[src/rtl/aqua_actuator_sequencer.sv]
// Aquaculture actuator sequencer: commits a filtered water-condition level, drops
// actuators at once and staggers their turn-on, and generates the periodic feeder pulse.
module aqua_actuator_sequencer #(
   parameter int STAGGER_CYC = 4,
   parameter int MIN_DWELL   = 8,
   parameter int FEED_PERIOD = 64,
   parameter int FEED_PULSE  = 4
) (
   input  logic       i_clk,
   input  logic       i_rst_n,
   input  logic [1:0] i_level,
   output logic       o_pump,
   output logic       o_aerator,
   output logic       o_valve,
   output logic       o_heater,
   output logic       o_uv,
   output logic       o_feeder,
   output logic [1:0] o_state,
   output logic       o_busy
);

   localparam logic [1:0] LVL_NORMAL   = 2'b00;
   localparam logic [1:0] LVL_WARNING  = 2'b01;
   localparam logic [1:0] LVL_CRITICAL = 2'b10;

   // Actuator vectors are ordered {pump, aerator, valve, heater, uv}; bit 4 has top priority.
   localparam logic [4:0] PAT_NORMAL   = 5'b11000;
   localparam logic [4:0] PAT_WARNING  = 5'b11011;
   localparam logic [4:0] PAT_CRITICAL = 5'b11101;

   localparam int DW_W = $clog2(MIN_DWELL + 1);
   localparam int ST_W = $clog2(STAGGER_CYC + 1);
   localparam int FC_W = $clog2(FEED_PERIOD);

   localparam logic [DW_W-1:0] DWELL_MAX = DW_W'(MIN_DWELL);
   localparam logic [ST_W-1:0] STAG_LAST = ST_W'(STAGGER_CYC - 1);
   localparam logic [FC_W-1:0] FEED_LAST = FC_W'(FEED_PERIOD - 1);
   localparam logic [FC_W-1:0] FEED_ON   = FC_W'(FEED_PERIOD - FEED_PULSE);

   logic [1:0]      r_lvl;
   logic [1:0]      r_state;
   logic [DW_W-1:0] r_dwell;
   logic [4:0]      r_act;
   logic [4:0]      r_pending;
   logic            r_busy;
   logic [ST_W-1:0] r_stag;
   logic [FC_W-1:0] r_feed;

   logic [1:0]      w_lvl_in;
   logic [4:0]      w_pat;
   logic [4:0]      w_next_bit;
   logic [4:0]      w_pend_after;
   logic            w_commit;

   assign w_lvl_in = (i_level == 2'b11) ? LVL_CRITICAL : i_level;

   always_comb begin
      w_pat = PAT_NORMAL;
      case (r_lvl)
         LVL_WARNING:  w_pat = PAT_WARNING;
         LVL_CRITICAL: w_pat = PAT_CRITICAL;
         default:      w_pat = PAT_NORMAL;
      endcase
   end

   // Critical escalation bypasses both the dwell hold-off and an in-flight sequence.
   assign w_commit = (r_lvl != r_state) &&
                     ((r_lvl == LVL_CRITICAL) || ((r_dwell == DWELL_MAX) && !r_busy));

   generate
      for (genvar gi = 0; gi < 5; gi++) begin : g_pick
         assign w_next_bit[gi] = r_pending[gi] && ((r_pending >> (gi + 1)) == 5'd0);
      end
   endgenerate

   assign w_pend_after = r_pending & ~w_next_bit;

   always_ff @(posedge i_clk or negedge i_rst_n) begin
      if (!i_rst_n) begin
         r_lvl <= LVL_NORMAL;
      end else begin
         r_lvl <= w_lvl_in;
      end
   end

   // Reset behaves as a commit to NORMAL, so power-up runs the normal stagger.
   always_ff @(posedge i_clk or negedge i_rst_n) begin
      if (!i_rst_n) begin
         r_state   <= LVL_NORMAL;
         r_dwell   <= '0;
         r_act     <= '0;
         r_pending <= PAT_NORMAL;
         r_busy    <= 1'b1;
         r_stag    <= '0;
      end else if (w_commit) begin
         r_state   <= r_lvl;
         r_dwell   <= '0;
         r_act     <= r_act & w_pat;
         r_pending <= w_pat & ~r_act;
         r_busy    <= ((w_pat & ~r_act) != 5'd0);
         r_stag    <= '0;
      end else begin
         if (r_dwell != DWELL_MAX) begin
            r_dwell <= r_dwell + DW_W'(1);
         end
         if (r_busy) begin
            if (r_stag == STAG_LAST) begin
               r_act     <= r_act | w_next_bit;
               r_pending <= w_pend_after;
               r_busy    <= (w_pend_after != 5'd0);
               r_stag    <= '0;
            end else begin
               r_stag <= r_stag + ST_W'(1);
            end
         end
      end
   end

   always_ff @(posedge i_clk or negedge i_rst_n) begin
      if (!i_rst_n) begin
         r_feed <= '0;
      end else if ((r_state == LVL_CRITICAL) || (r_feed == FEED_LAST)) begin
         r_feed <= '0;
      end else begin
         r_feed <= r_feed + FC_W'(1);
      end
   end

   assign o_pump    = r_act[4];
   assign o_aerator = r_act[3];
   assign o_valve   = r_act[2];
   assign o_heater  = r_act[1];
   assign o_uv      = r_act[0];
   assign o_state   = r_state;
   assign o_busy    = r_busy;
   // Masked straight from the state register so the pulse dies the cycle critical commits.
   assign o_feeder  = (r_state != LVL_CRITICAL) && (r_feed >= FEED_ON);

endmodule

[config.mk]
export PLATFORM = sky130hd
export DESIGN_NAME = aqua_actuator_sequencer
export DESIGN_NICKNAME = d
export VERILOG_FILES = /design/src/rtl/aqua_actuator_sequencer.sv
export SDC_FILE = /design/constraint.sdc
export NUM_CORES = 1
export LEC_CHECK = 0
export BUFFER_PORTS_ARGS = -buffer_cell sky130_fd_sc_hd__buf_2
export CAP_MARGIN = 10
export CORE_ASPECT_RATIO = 0.6
export CORE_MARGIN = 3
export CORE_UTILIZATION = 34
export CTS_BUF_LIST = sky130_fd_sc_hd__clkbuf_4 sky130_fd_sc_hd__clkbuf_8
export DETAILED_ROUTE_END_ITERATION = 12
export PLACE_DENSITY = 0.54
export SKIP_LAST_GASP = 1
export SLEW_MARGIN = 20
export SYNTH_ARGS = -nofsm -noshare
export SYNTH_HDL_FRONTEND = slang
export SYNTH_SLANG_ARGS = --single-unit
[constraint.sdc]
create_clock -name i_clk -period 1.63 [get_ports i_clk]
set_input_delay 0.163 -clock i_clk [delete_from_list [all_inputs] [get_ports i_clk]]
set_output_delay 0.163 -clock i_clk [all_outputs]
set_load 0.02 [all_outputs]
==> results.sh, run 1 <==
export IMPL_status="completed"
export IMPL_cp_slowest_cell="dfrtp_1"
export IMPL_drt_total_wl_mm=2.50
export IMPL_drive_gt1_share_pct=25.6
export IMPL_cts_htree_levels=1
export IMPL_vias=971
export IMPL_rsz0062_at_grt="true"
export IMPL_critPathArrivalTime_ps=1760
export IMPL_hold_slack_ps=104
export IMPL_synth_most_common_cell="dfrtp_1"
export IMPL_tightest_slew_ps=616
export IMPL_clock_sinks=28
export IMPL_yosysSeqAreaShare_pct=51.1
export IMPL_post_route_period_util_pct=97.4
export IMPL_synthFlopType="dfrtp_1"
export IMPL_die_x_um=88.2
export IMPL_rows=17
export IMPL_power_density_nw_per_um2=1540
export IMPL_cp_required_ps=1800
export IMPL_path_delay_family="simple AND/OR/NAND/NOR gates"
export IMPL_core_area_um2=3790
export IMPL_synth_seq_cells=28
export IMPL_place_inst=195
export IMPL_final_util_pct=43.7
export IMPL_synth_async_reset_ratio_pct=100
export IMPL_synth_edff_count=0
export IMPL_synth_area_leader_cell="dfrtp_1"
export IMPL_start_util_pct=36.4
export IMPL_synth_cell_types=39
export IMPL_skew_ps=2.94
export IMPL_firstDrtPassIters=6
export IMPL_numCtsBuffers=3
export IMPL_yosysWarnings=0
export IMPL_final_nets=167
export IMPL_setup_tns_final_ps=0
export IMPL_syn_nets=140
export IMPL_gp_congestion=0.838
export IMPL_die_y_um=55.3
export IMPL_fmax_ghz=0.630
export IMPL_grt_overflow_total=0
export IMPL_final_cells=203
export IMPL_synth_cells=130
export IMPL_syn_area_um2=1380
export IMPL_synth_avg_cell_area_um2=10.6
export IMPL_crit_type="reg -> reg"
export IMPL_post_route_min_period_ps=1590
export IMPL_worstSetupStartpointType="register"
export IMPL_peakVddDrop_uv=499
export IMPL_crit_path_max_fanout=5
export IMPL_max_stage_delay_ps=350
export IMPL_port_buffers=12
export IMPL_dp_hpwl_mm=1.92
export IMPL_path_buf_inv=2
export IMPL_ant_nets=0
export IMPL_pre_cts_ws_ps=51.7
export IMPL_drc=0
export IMPL_cts_clk_slew_worst_paths_ps=90
export IMPL_cts_root_buf="clkbuf_8"
export IMPL_drt_iter0_markers=44
export IMPL_grt_start_max_net_pins=29
export IMPL_gr_usage_all_layers_pct=11.5
export IMPL_yosys_top_cells_count="dfrtp_1, nor2_1, inv_1"
export IMPL_drv_cap=0
export IMPL_grt_pass1_vias=931
export IMPL_path_cells="inv_1, ha_1, and4bb_1, nor2_2, a21oi_2, buf_4, o41ai_1"
export IMPL_setup_violations=0
export IMPL_p_leak_nw=0.781
export IMPL_synthTopCellsByArea="dfrtp_1, dfstp_2, ha_1, nor2_1, xnor2_1"
export IMPL_yosys_area_top_type_share_pct=45.4
export IMPL_die_area_um2=4880
export IMPL_antenna_found_initial=0
export IMPL_viasPerCell=4.78
export IMPL_grt_pass1_wl_mm=4.49
export IMPL_hp_class="in -> reg"
export IMPL_cts_tree="done"
export IMPL_slew_headroom_pct=59.0
export IMPL_worst_slack_ps=42.3
export IMPL_insertion_delay_ps=270
export IMPL_endpoint_kind="register"
export IMPL_wl_per_cell_um=12.3
export IMPL_cts_path_max_buffers=2
export IMPL_io_pins=13
export IMPL_syn_to_final_growth_pct=20.1
export IMPL_drv_slew=0
export IMPL_num_antenna_cells=0
export IMPL_hold_viol_final=0
==> flip-flops by register name, summed over array words and instances, names as in the netlist <==
register,cells
r_feed,6
r_act,5
r_pending,5
r_dwell,4
r_stag,3
o_state,2
r_lvl,2
o_busy,1
==> routing by layer <==
layer	global-route usage (%)	up-vias	share of wire [%]
li1	-	502	-
met1	18.4	448	54
met2	15.0	19	41
met3	3.87	2	4.8
met4	1.94	0	0.44
met5	0	-	0
==> through the flow <==
step | total power, mW | instance area (um^2)
6_report | 2.55 | 1660
5_1_grt | 2.77 | 1660
4_1_cts | 2.56 | 1630
3_5_place_dp | 2.00 | 1540
3_3_place_gp | 1.98 | 1540
2_1_floorplan | 1.72 | 1390
==> layout by cell type, fill, tap and decap left out, types with 3 or more instances in the layout <==
master     n
xor2_1     3
dfstp_2    3
inv_1      9
nand3b_1   3
ha_1       5
buf_4     12
nand3_1    5
nand2_1    8
clkbuf_8   3
xnor2_1    5
nor2_1    16
o21ai_1    6
dfrtp_1   25
nor2b_1    5
o21ai_0    4
buf_2     12
==> logic make-up (layout without fill, tap and decap cells) <==
| group | Yosys count | after routing | synth area share, % |
|---|---|---|---|
| simple gates | 46 | 46 | 16.8 |
| flops | 28 | 28 | 51.1 |
| compound gates | 26 | 26 | 14.2 |
| buf+inv | 13 | 39 | 5.17 |
| xor+xnor | 8 | 8 | 5.08 |
| fa+ha+maj | 7 | 7 | 6.17 |
| mux | 2 | 2 | 1.54 |
==> power breakdown <==
part	leakage (nW)	switching [mW]	internal (mW)
combinational	0.391	0.438	0.433
clock	0.0357	0.215	0.329
sequential	0.355	0.205	0.932
total	0.781	0.858	1.69
==> worst paths after layout <==
path                             from         to  slack [ps]  depth (start not counted)
hold / removal             i_level[0]   r_lvl[0]         100                          2
setup / recovery           r_dwell[0]   r_act[0]          40                          7
hold reg to reg             r_feed[0]  r_feed[0]         470                          1
min in group asynchronous     i_rst_n   r_act[3]         430                          2
max in group asynchronous     i_rst_n   r_act[2]         800                          2
setup reg to reg           r_dwell[0]   r_act[0]          40                          7
==> area by class of cell <==
cell class	count	area, um^2
Fill cell	369	2130
Clock buffer	3	41.3
Sequential cell	28	704
Clock inverter	1	30.0
Inverter	9	33.8
Tap cell	47	58.8
Multi-Input combinational cell	89	617
Timing Repair Buffer	26	170
==> repair_timing <==
action,in CTS,in global routing
setup endpoints to repair,0,4
buffers inserted,0,2
resized for setup,0,2
hold endpoints to repair,26,0
hold buffers,2,0
Note: power is estimated with default switching activity, not from simulation.
==> run 2: changes to the inputs <==
--- a/config.mk
+++ b/config.mk
@@ -14,3 +14,3 @@
 export DETAILED_ROUTE_END_ITERATION = 12
-export PLACE_DENSITY = 0.54
+export PLACE_DENSITY = 0.53
 export SKIP_LAST_GASP = 1
==> constraint.sdc (replaced) <==
create_clock -name i_clk -period 1.9 [get_ports i_clk]
set_input_delay 0.19 -clock i_clk [delete_from_list [all_inputs] [get_ports i_clk]]
set_output_delay 0.19 -clock i_clk [all_outputs]
set_load 0.1 [all_outputs]
==> results.sh, run 2 (synthesis gave the netlist of run 1 again) <==
export IMPL_drv_cap=0
export IMPL_post_route_period_util_pct=89.5
export IMPL_viasPerCell=4.92
export IMPL_post_cts_buffers=0
export IMPL_largest_register_ffs=6
export IMPL_setup_violations=0
export IMPL_wl_per_cell_um=13.8
export IMPL_final_cells=191
export IMPL_skew_ps=4.58
export IMPL_syn_to_final_growth_pct=12.0
export IMPL_die_y_um=55.3
export IMPL_firstDrtPassIters=4
export IMPL_crit_type="reg -> reg"
export IMPL_gr_usage_all_layers_pct=11.3
export IMPL_drive_gt1_share_pct=20.1
export IMPL_num_antenna_cells=0
export IMPL_cts_clk_slew_worst_paths_ps=90
export IMPL_p_leak_nw=0.711
export IMPL_numCtsBuffers=3
export IMPL_final_nets=155
export IMPL_regMostFlops="r_feed"
export IMPL_final_cell_mix="dfrtp_1, nor2_1, buf_2"
export IMPL_slew_headroom_pct=59.3
export IMPL_status="completed"
export IMPL_die_x_um=88.2
export IMPL_endpoint_kind="register"
export IMPL_power_density_nw_per_um2=1460
export IMPL_ant_nets=0
export IMPL_tightest_slew_ps=611
export IMPL_cts_path_max_buffers=2
export IMPL_grt_pass1_wl_mm=4.38
export IMPL_ff2ff_setup_slack_ps=200
export IMPL_crit_path_max_fanout=9
export IMPL_post_route_min_period_ps=1700
export IMPL_cts_tree="done"
export IMPL_vias=940
export IMPL_cts_resized=0
export IMPL_grt_start_max_net_pins=29
export IMPL_insertion_delay_ps=270
export IMPL_cts_root_buf="clkbuf_8"
export IMPL_drt_iter0_markers=16
export IMPL_gp_congestion=0.837
export IMPL_dp_hpwl_mm=1.95
export IMPL_die_area_um2=4880
export IMPL_grt_overflow_total=0
export IMPL_rsz0062_at_grt="false"
export IMPL_fmax_ghz=0.588
export IMPL_cts_hold_buf=1
export IMPL_antenna_found_initial=0
export IMPL_drc=0
export IMPL_drv_slew=0
export IMPL_worst_slack_ps=199
export IMPL_rows=17
export IMPL_hold_viol_final=0
export IMPL_worstSetupStartpointType="register"
export IMPL_peakVddDrop_uv=417
export IMPL_hp_class="in -> reg"
export IMPL_core_area_um2=3790
export IMPL_place_inst=186
export IMPL_port_buffers=12
export IMPL_drt_total_wl_mm=2.63
export IMPL_final_common_cell="dfrtp_1"
export IMPL_clock_sinks=28
export IMPL_pre_cts_ws_ps=233
export IMPL_largest_registers="r_feed: 6 flops, r_act: 5 flops, r_pending: 5 flops"
export IMPL_cts_htree_levels=1
export IMPL_cp_required_ps=2060
export IMPL_grt_pass1_vias=888
export IMPL_start_util_pct=36.4
export IMPL_critPathArrivalTime_ps=1860
export IMPL_io_pins=13
run 2: cell types whose count changed in the layout (fill, tap and decap cells not counted), sizes merged:
| cell | before | now |
|---|---|---|
| dlygate4sd3 | 2 | 1 |
| clkbuf | 3 | 4 |
| bufinv | 1 | 0 |
| buf | 24 | 13 |
run 2: cell type report:
type                            instances  area, um^2
Clock buffer                            4        48.8
Fill cell                             367        2240
Inverter                                9        33.8
Multi-Input combinational cell         89         614
Sequential cell                        28         711
Tap cell                               47        58.8
Timing Repair Buffer                   14        77.6
run 2: critical path, cell delays in order (launching register included):
cell      delay (ps)
dfstp_4          680
nand3b_1         130
or4_4            460
o211ai_1         220
o31ai_2           90
run 2: layer usage:
layer  vias to the layer above  share of wire, %  wire, um  track usage, %
met3                         5               4.8       126            4.17
met4                         0              0.68        18            2.16
met1                       445                54      1420            16.7
met5                         -                 0         0               0
li1                        478                 -         -               -
met2                        12                41      1070            15.9
run 2: final timing paths:
path                                      to  depth (start not counted)  startpoint
worst max-delay path            r_pending[0]                          4      o_busy
worst min-delay path                r_lvl[1]                          1  i_level[1]
worst max register to register  r_pending[0]                          4      o_busy
worst min register to register     r_feed[0]                          1   r_feed[0]
max in group asynchronous         o_state[1]                          2     i_rst_n
min in group asynchronous          r_feed[3]                          2     i_rst_n
run 2: metrics by stage:
stage	utilization (%)	setup TNS [ps]	cell area [um^2]	total power [mW]	hold slack, ps
after floorplan	-	-24.9	1400	1.75	-106
after global placement	39.2	0	1490	1.89	240
after detailed placement	39.2	0	1490	1.91	250
after CTS	40.8	0	1540	2.28	25.9
after global routing	40.8	0	1540	2.40	24.5
final	40.8	0	1540	2.25	33.4
run 2: power breakdown:
group	leakage [nW]	internal, mW	switching, mW
Combinational	0.333	0.282	0.603
Clock	0.0262	0.165	0.182
Sequential	0.352	0.809	0.209
Total	0.711	1.26	0.994
==> run 3: changes to the inputs <==
- CORE_MARGIN: 3 -> 1
==> results.sh, run 3 (synthesis gave the netlist of run 1 again) <==
export IMPL_status="completed"
export IMPL_syn_to_final_growth_pct=12.0
export IMPL_grt_pass1_vias=924
export IMPL_die_area_um2=4320
export IMPL_regMostFlops="r_feed"
export IMPL_slew_headroom_pct=59.0
export IMPL_drv_cap=0
export IMPL_ff2ff_path_depth=4
export IMPL_endpoint_kind="register"
export IMPL_cts_tree="done"
export IMPL_cts_path_max_buffers=2
export IMPL_vias=965
export IMPL_hp_class="in -> reg"
export IMPL_fmax_ghz=0.593
export IMPL_worstSetupStartpointType="register"
export IMPL_p_leak_nw=0.711
export IMPL_final_cell_mix="dfrtp_1, nor2_1, buf_2"
export IMPL_setup_violations=0
export IMPL_final_nets=155
export IMPL_grt_overflow_total=0
export IMPL_drt_total_wl_mm=2.56
export IMPL_post_route_period_util_pct=88.8
export IMPL_io_pins=13
export IMPL_cts_htree_levels=1
export IMPL_fill_cells=370
export IMPL_gp_congestion=0.724
export IMPL_start_util_pct=36.6
export IMPL_crit_type="reg -> reg"
export IMPL_grt_start_max_net_pins=29
export IMPL_die_x_um=84.2
export IMPL_r2r_start="o_busy"
export IMPL_port_buffers=12
export IMPL_ant_nets=0
export IMPL_final_cells=191
export IMPL_viasPerCell=5.05
export IMPL_post_route_cell_area_um2=1540
export IMPL_num_antenna_cells=0
export IMPL_critPathArrivalTime_ps=1840
export IMPL_crit_start="o_busy"
export IMPL_cts_root_buf="clkbuf_8"
export IMPL_core_area_um2=3760
export IMPL_pwr_share_comb_pct=39.6
export IMPL_numCtsBuffers=3
export IMPL_firstDrtPassIters=4
export IMPL_crit_path_max_fanout=9
export IMPL_drv_slew=0
export IMPL_peakVddDrop_uv=425
export IMPL_place_inst=186
export IMPL_clock_sinks=28
export IMPL_drt_iter0_markers=60
export IMPL_skew_ps=2.04
export IMPL_insertion_delay_ps=270
export IMPL_cp_required_ps=2050
export IMPL_grt_pass1_wl_mm=4.49
export IMPL_die_y_um=51.3
export IMPL_post_cts_buffers=0
export IMPL_post_route_min_period_ps=1690
export IMPL_hold_slack_ps=38.9
export IMPL_pwr_share_clk_pct=15.0
export IMPL_final_common_cell="dfrtp_1"
export IMPL_hold_viol_final=0
export IMPL_intPower_mw=1.26
export IMPL_wl_per_cell_um=13.4
export IMPL_crit_end="r_pending[0]"
export IMPL_largest_register_ffs=6
export IMPL_gr_usage_all_layers_pct=13.6
export IMPL_dp_hpwl_mm=1.95
export IMPL_rsz0062_at_grt="false"
export IMPL_antenna_found_initial=0
export IMPL_rows=17
export IMPL_swShare_pct=44.0
export IMPL_place_area_um2=1490
export IMPL_p_switching_uw=986
export IMPL_r2r_end="r_pending[0]"
export IMPL_min_path_cells=1
export IMPL_tightest_slew_ps=615
export IMPL_final_util_pct=41.0
export IMPL_cts_clk_slew_worst_paths_ps=90
export IMPL_ff2ff_setup_slack_ps=210
export IMPL_largest_registers="r_feed: 6 flops, r_act: 5 flops, r_pending: 5 flops"
export IMPL_drc=0
export IMPL_drive_gt1_share_pct=20.1
export IMPL_p_seq_share_pct=45.3
export IMPL_power_density_nw_per_um2=1450
==> run 3: cell counts in the layout (fill, tap and decap cells not counted) <==
No cell type changed its count.
==> run 3: power by group through the flow <==
| stage | clock network, mW | registers [mW] | logic [mW] |
|---|---|---|---|
| after global placement | 0 | 1.01 | 0.871 |
| final | 0.337 | 1.02 | 0.889 |
| after detailed placement | 0 | 1.03 | 0.889 |
| after CTS | 0.356 | 1.02 | 0.894 |
| after global routing | 0.381 | 1.05 | 0.972 |
| after floorplan | 0 | 1.28 | 0.472 |
==> run 3: worst min-delay path by stage <==
stage / startpoint / to / slack, ps
3_3_place_gp: i_rst_n / r_feed[5] / 240
4_1_cts: i_level[1] / r_lvl[1] / 30
3_5_place_dp: i_rst_n / r_feed[5] / 240
2_1_floorplan: i_rst_n / o_state[0] / -110
5_1_grt: i_level[1] / r_lvl[1] / 20
6_report: i_level[1] / r_lvl[1] / 40
==> run 3: layout make-up <==
type | count | area (um^2) | area share [%]
timing repair buffer | 14 | 77.6 | 5.02
clock buffer | 4 | 48.8 | 3.16
tap | 47 | 58.8 | 3.81
inverter | 9 | 33.8 | 2.19
sequential | 28 | 711 | 46.0
multi-input combinational | 89 | 614 | 39.8
==> run 3: repair_timing <==
action | in CTS | in global routing
endpoints found under the hold margin | 25 | 0
resized for setup | 0 | 0
hold buffers | 1 | 0
==> run 3: critical path, stage by stage (launching register included) <==
cell	delay [ps]
dfstp_4	670
nand3b_1	140
or4_4	470
o211ai_1	210
o31ai_2	90
==> run 3: metrics by stage <==
step | power [mW] | setup slack (ps) | setup TNS [ps]
after floorplan | 1.75 | -24.9 | -24.9
after global placement | 1.88 | 257 | 0
after detailed placement | 1.92 | 223 | 0
after CTS | 2.27 | 197 | 0
after global routing | 2.41 | 64.7 | 0
final | 2.24 | 212 | 0
==> run 3: metal layers <==
layer  share of wire (%)  wire length (um)  GRT usage, %  up-vias
li1                    -                 -             -      480
met1                  55              1400          18.7      473
met2                  41              1060          20.9       12
met3                 4.0               103          4.85        0
met4                   0                 0          2.59        0
met5                   0                 0             0        -
